File: config.mk
export PLATFORM = sky130hd
export DESIGN_NAME = uart_rx
export DESIGN_NICKNAME = d
export VERILOG_FILES = /design/src/rtl/uart_pkg.sv /design/src/rtl/uart_sync2.sv /design/src/rtl/uart_rx.sv
export SDC_FILE = /design/constraint.sdc
export NUM_CORES = 1
export LEC_CHECK = 0
export CORE_UTILIZATION = 55
export CTS_CLUSTER_DIAMETER = 120
export CTS_CLUSTER_SIZE = 25
export DETAILED_ROUTE_END_ITERATION = 8
export PLACE_DENSITY = 0.85
export SYNTH_ARGS = -nofsm -noshare
export SYNTH_HDL_FRONTEND = slang
export SYNTH_HIERARCHICAL = 1
export SYNTH_SLANG_ARGS = --single-unit
File: constraint.sdc
create_clock -name clk -period 2.68 [get_ports clk]
set_clock_uncertainty 0.2 [all_clocks]
set_input_delay 0.536 -clock clk [delete_from_list [all_inputs] [get_ports clk]]
set_output_delay 0.536 -clock clk [all_outputs]
set_load 0.005 [all_outputs]
File: src/rtl/uart_pkg.sv
// uart_pkg: definitions shared by the UART receive and transmit blocks.
//   uart_state_e : receiver FSM state encoding
//   DATA_BITS    : payload bits per frame
//   clks_per_bit : system clocks per serial bit (integer division)
package uart_pkg;

  localparam int DATA_BITS = 8;

  typedef enum logic [2:0] {
    ST_IDLE   = 3'd0,
    ST_START  = 3'd1,
    ST_DATA   = 3'd2,
    ST_PARITY = 3'd3,
    ST_STOP   = 3'd4,
    ST_BREAK  = 3'd5
  } uart_state_e;

  function automatic int clks_per_bit(input int clk_hz, input int baud);
    return clk_hz / baud;
  endfunction

endpackage

File: src/rtl/uart_sync2.sv
// uart_sync2: generic two-flop synchroniser for an asynchronous input.
//   clk   : destination clock
//   reset : synchronous active-high reset; both flops load RESET_VAL
//   d     : asynchronous input
//   q     : synchronised output (second flop)
module uart_sync2 #(
  parameter logic RESET_VAL = 1'b1
) (
  input  logic clk,
  input  logic reset,
  input  logic d,
  output logic q
);

  logic meta;

  always_ff @(posedge clk) begin
    if (reset) begin
      meta <= RESET_VAL;
      q    <= RESET_VAL;
    end else begin
      meta <= d;
      q    <= meta;
    end
  end

endmodule

File: src/rtl/uart_rx.sv
// uart_rx: 8N1 asynchronous serial receiver with valid/ready output.
//   clk           : system clock
//   reset         : synchronous active-high reset
//   rx_pin        : asynchronous serial line, idles high
//   rx_data       : received byte, stable while rx_valid is high
//   rx_valid      : byte available, held until rx_ready accepts it
//   rx_ready      : consumer accept
//   rx_frame_err  : one-cycle pulse when the stop bit is sampled low
//   rx_overrun    : sticky, a byte completed while the previous one was pending
//   rx_parity_err : (UART_RX_PARITY_EN only) one-cycle pulse on bad even parity
//   rx_busy       : receiver is not idle
// Build option: define UART_RX_PARITY_EN to add an even-parity bit after the data.
//
// state  | meaning
// IDLE   | line idle, waiting for a falling edge on rx_s
// START  | counting to mid start bit to reject glitches
// DATA   | sampling 8 data bits at mid-bit, LSB first
// PARITY | sampling the even-parity bit (UART_RX_PARITY_EN only)
// STOP   | sampling the stop bit; deliver byte or flag framing error
// BREAK  | line held low after a framing error, wait for it to go high
module uart_rx
  import uart_pkg::*;
#(
  parameter int CLK_HZ = 10_000_000,
  parameter int BAUD   = 115_200
) (
  input  logic       clk,
  input  logic       reset,
  input  logic       rx_pin,
  output logic [7:0] rx_data,
  output logic       rx_valid,
  input  logic       rx_ready,
  output logic       rx_frame_err,
  output logic       rx_overrun,
`ifdef UART_RX_PARITY_EN
  output logic       rx_parity_err,
`endif
  output logic       rx_busy
);

  localparam int CLKS_PER_BIT = clks_per_bit(CLK_HZ, BAUD);
  localparam int CNT_W        = $clog2(CLKS_PER_BIT);
  localparam int IDX_W        = $clog2(DATA_BITS);

  localparam logic [CNT_W-1:0] CNT_LAST = CNT_W'(CLKS_PER_BIT - 1);
  localparam logic [CNT_W-1:0] CNT_HALF = CNT_W'(CLKS_PER_BIT / 2 - 1);
  localparam logic [IDX_W-1:0] IDX_LAST = IDX_W'(DATA_BITS - 1);

  uart_state_e          state;
  logic [CNT_W-1:0]     cnt;
  logic [IDX_W-1:0]     idx;
  logic [DATA_BITS-1:0] shreg;
  logic                 rx_s;
`ifdef UART_RX_PARITY_EN
  logic                 par_bit;
`endif

  uart_sync2 #(.RESET_VAL(1'b1)) u_sync (
    .clk   (clk),
    .reset (reset),
    .d     (rx_pin),
    .q     (rx_s)
  );

  assign rx_busy = (state != ST_IDLE);

  always_ff @(posedge clk) begin
    if (reset) begin
      state        <= ST_IDLE;
      cnt          <= '0;
      idx          <= '0;
      shreg        <= '0;
      rx_data      <= '0;
      rx_valid     <= 1'b0;
      rx_frame_err <= 1'b0;
      rx_overrun   <= 1'b0;
`ifdef UART_RX_PARITY_EN
      par_bit       <= 1'b0;
      rx_parity_err <= 1'b0;
`endif
    end else begin
      rx_frame_err <= 1'b0;
`ifdef UART_RX_PARITY_EN
      rx_parity_err <= 1'b0;
`endif
      // A load in STOP below overrides this clear, so an accept on the
      // same edge as a new byte keeps rx_valid high.
      if (rx_valid && rx_ready) rx_valid <= 1'b0;

      case (state)
        ST_IDLE: begin
          if (!rx_s) begin
            state <= ST_START;
            cnt   <= '0;
          end
        end

        ST_START: begin
          if (cnt == CNT_HALF) begin
            cnt <= '0;
            idx <= '0;
            state <= rx_s ? ST_IDLE : ST_DATA;
          end else begin
            cnt <= cnt + 1'b1;
          end
        end

        ST_DATA: begin
          if (cnt == CNT_LAST) begin
            cnt        <= '0;
            shreg[idx] <= rx_s;
            if (idx == IDX_LAST) begin
`ifdef UART_RX_PARITY_EN
              state <= ST_PARITY;
`else
              state <= ST_STOP;
`endif
            end else begin
              idx <= idx + 1'b1;
            end
          end else begin
            cnt <= cnt + 1'b1;
          end
        end

`ifdef UART_RX_PARITY_EN
        ST_PARITY: begin
          if (cnt == CNT_LAST) begin
            cnt     <= '0;
            par_bit <= rx_s;
            state   <= ST_STOP;
          end else begin
            cnt <= cnt + 1'b1;
          end
        end
`endif

        ST_STOP: begin
          if (cnt == CNT_LAST) begin
            cnt <= '0;
`ifdef UART_RX_PARITY_EN
            rx_parity_err <= (par_bit != ^shreg);
`endif
            if (rx_s) begin
              state    <= ST_IDLE;
              rx_data  <= shreg;
              rx_valid <= 1'b1;
              if (rx_valid && !rx_ready) rx_overrun <= 1'b1;
            end else begin
              rx_frame_err <= 1'b1;
              state        <= ST_BREAK;
            end
          end else begin
            cnt <= cnt + 1'b1;
          end
        end

        ST_BREAK: begin
          if (rx_s) state <= ST_IDLE;
        end

        default: state <= ST_IDLE;
      endcase
    end
  end

endmodule

==> results.sh, run 1 <==
export IMPL_area_growth_pct=13.7
export IMPL_wl_per_cell_um=13.6
export IMPL_ys_types=47
export IMPL_grt_antenna_before_repair=0
export IMPL_tightest_slew_ns=0.623
export IMPL_grt_pass1_vias=1348
export IMPL_drtPass1Iterations=4
export IMPL_startpoint="state[1]$_SDFFE_PP0P_"
export IMPL_cp_slowest_cell="dfxtp_1"
export IMPL_max_cap_violations=0
export IMPL_crit_path_end_kind="primary output"
export IMPL_detail_route_antenna_nets=0
export IMPL_r2r_start="cnt[0]$_SDFFE_PP0P_"
export IMPL_critPathMaxStageDelay_ns=0.60
export IMPL_grt_overflow_total=0
export IMPL_worstPathArrival_ns=1.81
export IMPL_drt_total_wl_um=3490
export IMPL_syn_inst=197
export IMPL_final_util_pct=65.6
export IMPL_leakagePower_nw=0.712
export IMPL_grt_pass1_wl_um=5840
export IMPL_die_h_um=58.4
export IMPL_worst_setup_path_type="flip-flop to primary output"
export IMPL_min_from="u_sync/meta$_SDFF_PP1_"
export IMPL_dieArea_um2=3410
export IMPL_synth_avg_cell_area_um2=8.87
export IMPL_num_vias=1503
export IMPL_drive_gt1_share_pct=9.86
export IMPL_post_cts_buffers=0
export IMPL_pin_count=16
export IMPL_dp_hpwl_um=2550
export IMPL_htreeDepth=2
export IMPL_rows=20
export IMPL_fmax_ghz=0.393
export IMPL_peakVddDrop_mv=0.330
export IMPL_powerDensity_nw_per_um2=468
export IMPL_start_util_pct=57.7
export IMPL_fp_coreArea_um2=3030
export IMPL_hold_viol=0
export IMPL_clk_latency_ns=0.33
export IMPL_critPathLaunchType="flip-flop"
export IMPL_hold_path_class="flip-flop to flip-flop"
export IMPL_drt_iter0_drc=46
export IMPL_period_minus_slack_ns=2.55
export IMPL_n_antenna_cell=0
export IMPL_cts_resized=0
export IMPL_synth_area_um2=1750
export IMPL_cts_root_buf="clkbuf_4"
export IMPL_cts_hold_fix_buffers=0
export IMPL_place_congestion=0.895
export IMPL_vias_per_cell=5.85
export IMPL_cts_tree="done"
export IMPL_finalPower_mw=0.929
export IMPL_ys_flop_type="dfxtp_1"
export IMPL_slew_violations=0
export IMPL_seq_area_um2=681
export IMPL_yosysSeqAreaShare_pct=38.9
export IMPL_timing_rr_end="cnt[3]$_SDFFE_PP0P_"
export IMPL_io_buffer_count=15
export IMPL_ys_ff_latch=34
export IMPL_clock_sinks=34
export IMPL_numCtsBuffers=5
export IMPL_worstPathMaxFanout=13
export IMPL_final_cell_mix="dfxtp_1 (34), clkdlybuf4s50_1 (15), nor2_1 (14), nand2_1 (12), mux2i_1 (12)"
export IMPL_fin_crit_sh_pct=95.0
export IMPL_rrSetupSlack_ns=0.51
export IMPL_clockBufferDepth=2
export IMPL_setup_viol=0
export IMPL_crit_path_end="rx_busy"
export IMPL_async_flop_share_pct=0
export IMPL_grt_max_degree=29
export IMPL_fp_dieW_um=58.4
export IMPL_yosysWarnings=6
export IMPL_setup_tns_ns=0
export IMPL_worstRegToRegCells=5
export IMPL_status="finished clean"
export IMPL_syn_nets=206
export IMPL_crit_chain="inv_1 -> nand3_1 -> clkdlybuf4s50_1"
export IMPL_cts_clk_slew_worst_paths_ns=0.09
export IMPL_rsz0062_at_grt="no"
export IMPL_final_nets=221
export IMPL_multi_input_area_um2=992
export IMPL_synth_edf_count=0
export IMPL_grt_use_total_pct=22.8
export IMPL_fill_cells=260
export IMPL_drc=0
export IMPL_worstPathRequired_ns=1.94
export IMPL_maxSlewHeadroom_pct=57.9
export IMPL_final_common_cell="dfxtp_1"
## layer usage
metal | vias to the layer above | track usage, % | share of wire (%)
met3 | 12 | 7.47 | 4.9
met2 | 46 | 37.4 | 48
li1 | 745 | - | -
met5 | - | 0 | 0
met4 | 0 | 11.6 | 3.0
met1 | 700 | 26.8 | 44
## stage by stage
step | instance area (um2) | setup slack, ns | std cells | hold WS, ns
after detailed placement | 1930 | 0.377 | 249 | 0.208
after floorplan | 1750 | 0.785 | 197 | 0.185
after global placement | 1930 | 0.433 | 249 | 0.197
final | 1990 | 0.133 | 257 | 0.225
after CTS | 1990 | 0.131 | 257 | 0.229
after global routing | 1990 | 0.00669 | 257 | 0.272
## cell families after synthesis
family	synth area share, %
adder cells (fa/ha/maj)	4.22
buffers and inverters	4.29
AO/OA/AOI/OAI	12.9
multiplexers	6.87
XOR/XNOR	2.51
flip-flops	38.9
AND/OR/NAND/NOR	30.3
## layout make-up
| class | count | share of cell area, % |
|---|---|---|
| clock buffers | 7 | 2.77 |
| clock inverters | 1 | 0.252 |
| inverters | 7 | 1.32 |
| multi-input cells | 146 | 49.9 |
| flip-flops and latches | 34 | 34.3 |
| well taps | 44 | 2.77 |
| repair buffers | 18 | 8.69 |
## flip-flops by register name, summed over array words and instances, names as in the netlist, 3 cells and up
name,count
state,3
shreg,8
rx_data,8
idx,3
cnt,7
## cell usage after synthesis (all sizes together) (6+ instances only)
| library cell | number | area share (%) |
|---|---|---|
| nand3 | 7 | 2.0 |
| nand4 | 10 | 3.6 |
| nand2b | 7 | 2.5 |
| inv | 7 | 1.5 |
| nand2 | 12 | 2.6 |
| nor2 | 14 | 3.0 |
| nor3 | 9 | 2.9 |
| nor2b | 6 | 2.1 |
| o21ai | 10 | 2.9 |
| dfxtp | 34 | 39 |
| a21oi | 10 | 3.1 |
| mux2i | 12 | 6.9 |
## power breakdown
group	internal, mW	total (mW)	switching, mW
registers	0.516	0.540	0.0239
clock network	0.127	0.290	0.163
logic	0.0490	0.0988	0.0498
## worst max-delay path: cells and delay by family, from the launching register on
kind                   cells  cell delay [ns]
flip-flops                 1             0.60
buffers and inverters      2             0.74
AND/OR/NAND/NOR            1             0.15
## how the worst min path moves through the flow
stage / slack [ns] / end / depth (start not counted)
after floorplan: 0.19 / u_sync/q$_SDFF_PP1_ / 1
after global placement: 0.20 / u_sync/q$_SDFF_PP1_ / 1
after detailed placement: 0.21 / u_sync/q$_SDFF_PP1_ / 1
after CTS: 0.23 / u_sync/q$_SDFF_PP1_ / 1
after global routing: 0.27 / u_sync/q$_SDFF_PP1_ / 1
final: 0.23 / u_sync/q$_SDFF_PP1_ / 1
Power figures use the tool's default switching activity.
==> inputs of run 2 (changes only) <==
--- a/config.mk
+++ b/config.mk
@@ -10,6 +10,7 @@
 export CTS_CLUSTER_SIZE = 25
 export DETAILED_ROUTE_END_ITERATION = 8
 export PLACE_DENSITY = 0.85
+export SETUP_SLACK_MARGIN = 0.05
 export SYNTH_ARGS = -nofsm -noshare
 export SYNTH_HDL_FRONTEND = slang
 export SYNTH_HIERARCHICAL = 1
==> run 2 against run 1 <==
Critical path depth did not move. Critical path type unchanged. Sequential power barely moved. Via count rose by 0.86%. First-iteration DRC count rose by 61%. Cell count did not move. Largest power group unchanged. Clock power barely moved. Global-route usage did not move. Fmax rose by 4.2%. Setup slack improved by 0.10 ns. Combinational power barely moved.
==> results.sh, run 2 (synthesized netlist as in run 1, its figures left out) <==
export IMPL_grt_overflow_total=0
export IMPL_detail_route_antenna_nets=0
export IMPL_timing_rr_end="cnt[3]$_SDFFE_PP0P_"
export IMPL_leakagePower_nw=0.712
export IMPL_final_common_cell="dfxtp_1"
export IMPL_clock_sinks=34
export IMPL_vias_per_cell=5.90
export IMPL_design_area_um2=1990
export IMPL_grt_max_degree=29
export IMPL_dieArea_um2=3410
export IMPL_worstPathArrival_ns=1.71
export IMPL_period_minus_slack_ns=2.44
export IMPL_setup_tns_ns=0
export IMPL_holdPathEnd="u_sync/q$_SDFF_PP1_"
export IMPL_cts_root_buf="clkbuf_4"
export IMPL_drt_iter0_drc=74
export IMPL_clockBufferDepth=2
export IMPL_final_cell_mix="dfxtp_1 (33), clkdlybuf4s50_1 (15), nor2_1 (14), nand2_1 (12), mux2i_1 (12)"
export IMPL_drt_total_wl_um=3560
export IMPL_min_from="u_sync/meta$_SDFF_PP1_"
export IMPL_placedInstanceArea_um2=1930
export IMPL_numCtsBuffers=5
export IMPL_num_vias=1516
export IMPL_drtPass1Iterations=4
export IMPL_powerDensity_nw_per_um2=467
export IMPL_start_util_pct=57.7
export IMPL_fp_dieW_um=58.4
export IMPL_area_growth_pct=13.7
export IMPL_clk_latency_ns=0.33
export IMPL_hold_path_depth=1
export IMPL_slew_violations=0
export IMPL_wl_per_cell_um=13.8
export IMPL_die_h_um=58.4
export IMPL_max_cap_violations=0
export IMPL_dp_hpwl_um=2550
export IMPL_fin_crit_sh_pct=91.2
export IMPL_startpoint="state[0]$_SDFFE_PP0P_"
export IMPL_peakVddDrop_mv=0.332
export IMPL_hold_path_class="flip-flop to flip-flop"
export IMPL_worst_setup_path_type="flip-flop to primary output"
export IMPL_drc=0
export IMPL_tightest_slew_ns=0.621
export IMPL_setup_viol=0
export IMPL_pin_count=16
export IMPL_reg_top3="rx_data x8, shreg x8, cnt x7"
export IMPL_rrSetupSlack_ns=0.52
export IMPL_crit_path_end_kind="primary output"
export IMPL_cts_clk_slew_worst_paths_ns=0.09
export IMPL_cts_tree="done"
export IMPL_hold_viol=0
export IMPL_critPathLaunchType="flip-flop"
export IMPL_io_buffer_count=15
export IMPL_worstRegToRegCells=5
export IMPL_grt_pass1_vias=1348
export IMPL_worstPathRequired_ns=1.94
export IMPL_n_antenna_cell=0
export IMPL_fp_coreArea_um2=3030
export IMPL_htreeDepth=2
export IMPL_drive_gt1_share_pct=10.3
export IMPL_maxSlewHeadroom_pct=58.0
export IMPL_grt_pass1_wl_um=5840
export IMPL_rsz0062_at_grt="no"
export IMPL_fmax_ghz=0.409
export IMPL_post_cts_buffers=0
export IMPL_grt_antenna_before_repair=0
export IMPL_r2r_start="cnt[0]$_SDFFE_PP0P_"
export IMPL_grt_use_total_pct=22.8
export IMPL_status="finished clean"
export IMPL_final_nets=221
export IMPL_fin_cells=257
export IMPL_rows=20
export IMPL_place_congestion=0.895
export IMPL_worstPathMaxFanout=14
export IMPL_placed_cells=249
-- run 2: cell types whose count changed in the layout (fill, tap and decap cells not counted) --
cell     delta
dfxtp_2     +1
dfxtp_1     -1
-- run 2: critical path, cell delays in order, from the launching register on --
cell	delay (ns)
dfxtp_1	0.60
inv_1	0.14
nand3_1	0.12
clkdlybuf4s50_1	0.50
-- run 2: stage by stage --
stage	total power, mW	hold slack [ns]	util, %	setup slack [ns]
after global routing	0.976	0.272	65.7	0.131
after detailed placement	0.649	0.208	63.6	0.377
final	0.929	0.226	65.7	0.236
after global placement	0.642	0.197	63.6	0.433
after floorplan	0.617	0.185	-	0.785
after CTS	0.941	0.229	65.6	0.131
-- run 2: timing repair --
item,4_1_cts,5_1_grt
endpoints found under the setup margin,0,1
resized for setup,0,1
hold buffers,0,0
-- run 2: worst max path at each step --
stage / endpoint / slack, ns / cells after the start
CTS: rx_busy / 0.13 / 3
finish: rx_busy / 0.24 / 3
floorplan: cnt[0]$_SDFFE_PP0P_ / 0.78 / 5
global route: rx_busy / 0.13 / 3
global placement: cnt[3]$_SDFFE_PP0P_ / 0.43 / 5
detailed placement: cnt[4]$_SDFFE_PP0P_ / 0.38 / 5
-- run 2: per-layer routing --
metal	vias up	global-route usage [%]	share of wire (%)
met5	-	0	0
met4	0	11.6	2.9
met3	12	7.47	3.6
met2	39	37.4	49
met1	715	26.8	44
li1	750	-	-
-- run 2: layout make-up --
cell class                      instances  area [um2]
Sequential cell                        34         682
Clock buffer                            7        55.1
Timing Repair Buffer                   18         173
Tap cell                               44        55.1
Inverter                                7        26.3
Multi-Input combinational cell        146         992
Fill cell                             262        1040
Clock inverter                          1        5.00
-- run 2: power breakdown --
part	leakage, nW	switching [mW]	internal [mW]
sequential	0.275	0.0239	0.516
clock	0.0353	0.164	0.127
combinational	0.402	0.0498	0.0490
total	0.712	0.237	0.692
==> inputs of run 3 (changes only) <==
--- a/config.mk
+++ b/config.mk
@@ -6,7 +6,7 @@
 export NUM_CORES = 1
 export LEC_CHECK = 0
 export CORE_UTILIZATION = 55
-export CTS_CLUSTER_DIAMETER = 120
+export CTS_CLUSTER_DIAMETER = 40
 export CTS_CLUSTER_SIZE = 25
 export DETAILED_ROUTE_END_ITERATION = 8
 export PLACE_DENSITY = 0.85
==> results of run 3 <==
No change in the layout: final DEF, timing and power equal those of run 2.
==> variant, RTL diff (settings of run 1) <==
Add a define of `UART_RX_PARITY_EN`.
--- a/src/rtl/uart_rx.sv
+++ b/src/rtl/uart_rx.sv
@@ -19,4 +19,6 @@
 // STOP   | sampling the stop bit; deliver byte or flag framing error
 // BREAK  | line held low after a framing error, wait for it to go high
+`define UART_RX_PARITY_EN
+
 module uart_rx
   import uart_pkg::*;
Formal check against the unedited RTL (old outputs only; new: rx_parity_err): no difference found for any inputs over 10 cycles, from zero or initial values and one cycle with reset high; that may be too few to reach the edited logic, so the function may still have changed.
==> variant against run 1 <==
Routed wire length grew 5.8%. Non-clock buffer count grew 1. Sequential cell count grew 2. Core utilization grew 1.7 points. Setup slack gained 0.11 ns. Area after synthesis grew 7.5%. Highest routed layer unchanged. Critical path type unchanged. Die area grew 7.3%. Final area grew 6.9%.
Power is not compared: it rests on default switching activity, and its combinational part moved more than twofold at a synthesized area within 25%.
==> variant: results (changes against run 1) <==
logic_synthesis:
  muxShareOfSynthArea_pct: 9.05  # +2.2 points
  synthTopCellsByCount: "36 x dfxtp_1, 17 x mux2i_1, 15 x nor2_1, 11 x a21oi_1, 11 x nand2b_1"
  synth_compound_area_share_pct: 13.0  # +0.098 points
  seq_area_frac_synth_pct: 38.3  # -0.59 points
  synth.area.top_cells: "dfxtp_1 38%, mux2i_1 9.1%, nand2b_1 3.7%"
  synth_nets: 213  # +3.4%
  synthAdderAreaFrac_pct: 3.33  # -0.89 points
  avgSynthCellArea_um2: 9.21  # +3.8%
  synth.distinct_cells: 46  # -2.1%
  synth_xor_area_share_pct: 3.99  # +1.5 points
sta:
  timing.final.crit_period_ns: 2.44  # -0.111 ns
  tightestPinTransition_ns: 0.519  # -0.104 ns
global_routing:
  grt_overflow: 0  # unchanged
  use_met2_pct: 38.5  # +1.0 points
  grt_max_degree: 19  # -34%
  use_met1_pct: 28.9  # +2.2 points
  grt_use_met3_pct: 4.69  # -2.8 points
  grt.total_usage_pct: 23.0  # +0.20 points
  grt_pass1_vias: 1425  # +5.7%
  antenna_found_initial: 0  # unchanged
  grt_first_pass_wirelength_mm: 6.26  # +7.1%
clocking:
  clock_latency_ns: 0.33  # about the same
  cts_root_buf: "clkbuf_4"
  h-tree-depth: 2  # unchanged
  clkSlewWorstSetupHoldPaths_ns: 0.11  # +0.02 ns
routing:
  firstDrtPassIters: 4  # unchanged
  met2WireLength_mm: 1.84  # +8.5%
  viasPerCell: 5.79  # -1.1%
  highest_layer: "met4"
  drtIter0Drc: 47  # +2.2%
  met3WireLength_um: 145  # -15%
  wl_met1_mm: 1.68  # +10%
  routedWlPerCell_um: 14.1  # +3.8%
  wl_mm: 3.69  # +5.8%
setup_path:
  cp.arrival_ns: 1.70  # -0.11 ns
  path_max_fanout: 16  # +3
  crit_path_start: "state[0]"
  r2r-start: "idx[0]"
  r2r-end: "idx[1]"
  rr_worst_depth: 6  # +1
placed_design:
  hpwl_mm: 2.68  # +5.2%
  port_buffers: 16  # +1
  place_ws_ns: 0.529  # +0.152 ns
  place.gp.congestion: 0.851  # -4.8%
  place_inst: 254  # +2.0%
  placed_cell_area_um2: 2050  # +6.2%
finish:
  drive_gt1_share_pct: 6.42  # -3.4 points
  fin_nets: 226  # +2.3%
  antenna_cells: 0  # unchanged
  fillCellCount: 255  # -1.9%
power:
  power_density_nw_per_um2: 451
  pg_comb_uw: 43.4
run_status:
  outcome: "finished, final reports clean"
variant: worst min-delay path by stage:
stage / startpoint / to / slack, ns / depth (start not counted)
6_report: u_sync/meta / u_sync/q / 0.22 / 1
5_1_grt: u_sync/meta / u_sync/q / 0.24 / 1
4_1_cts: u_sync/meta / u_sync/q / 0.23 / 1
3_5_place_dp: u_sync/meta / u_sync/q / 0.20 / 1
3_3_place_gp: u_sync/meta / u_sync/q / 0.19 / 1
2_1_floorplan: u_sync/meta / u_sync/q / 0.19 / 1
variant: area by class of cell:
cell class,count,area [um2],share of cell area (%)
inverter,6,22.5,1.06
clock buffer,6,41.3,1.94
tap,44,55.1,2.59
timing repair buffer,19,183,8.60
multi-input combinational,149,1070,50.2
clock inverter,2,35.0,1.65
sequential,36,721,33.9
variant: critical path, cell delays in order, from the launching register on:
cell and delay, ns:
dfxtp_1 0.49, or3_1 0.43, clkdlybuf4s50_1 0.45
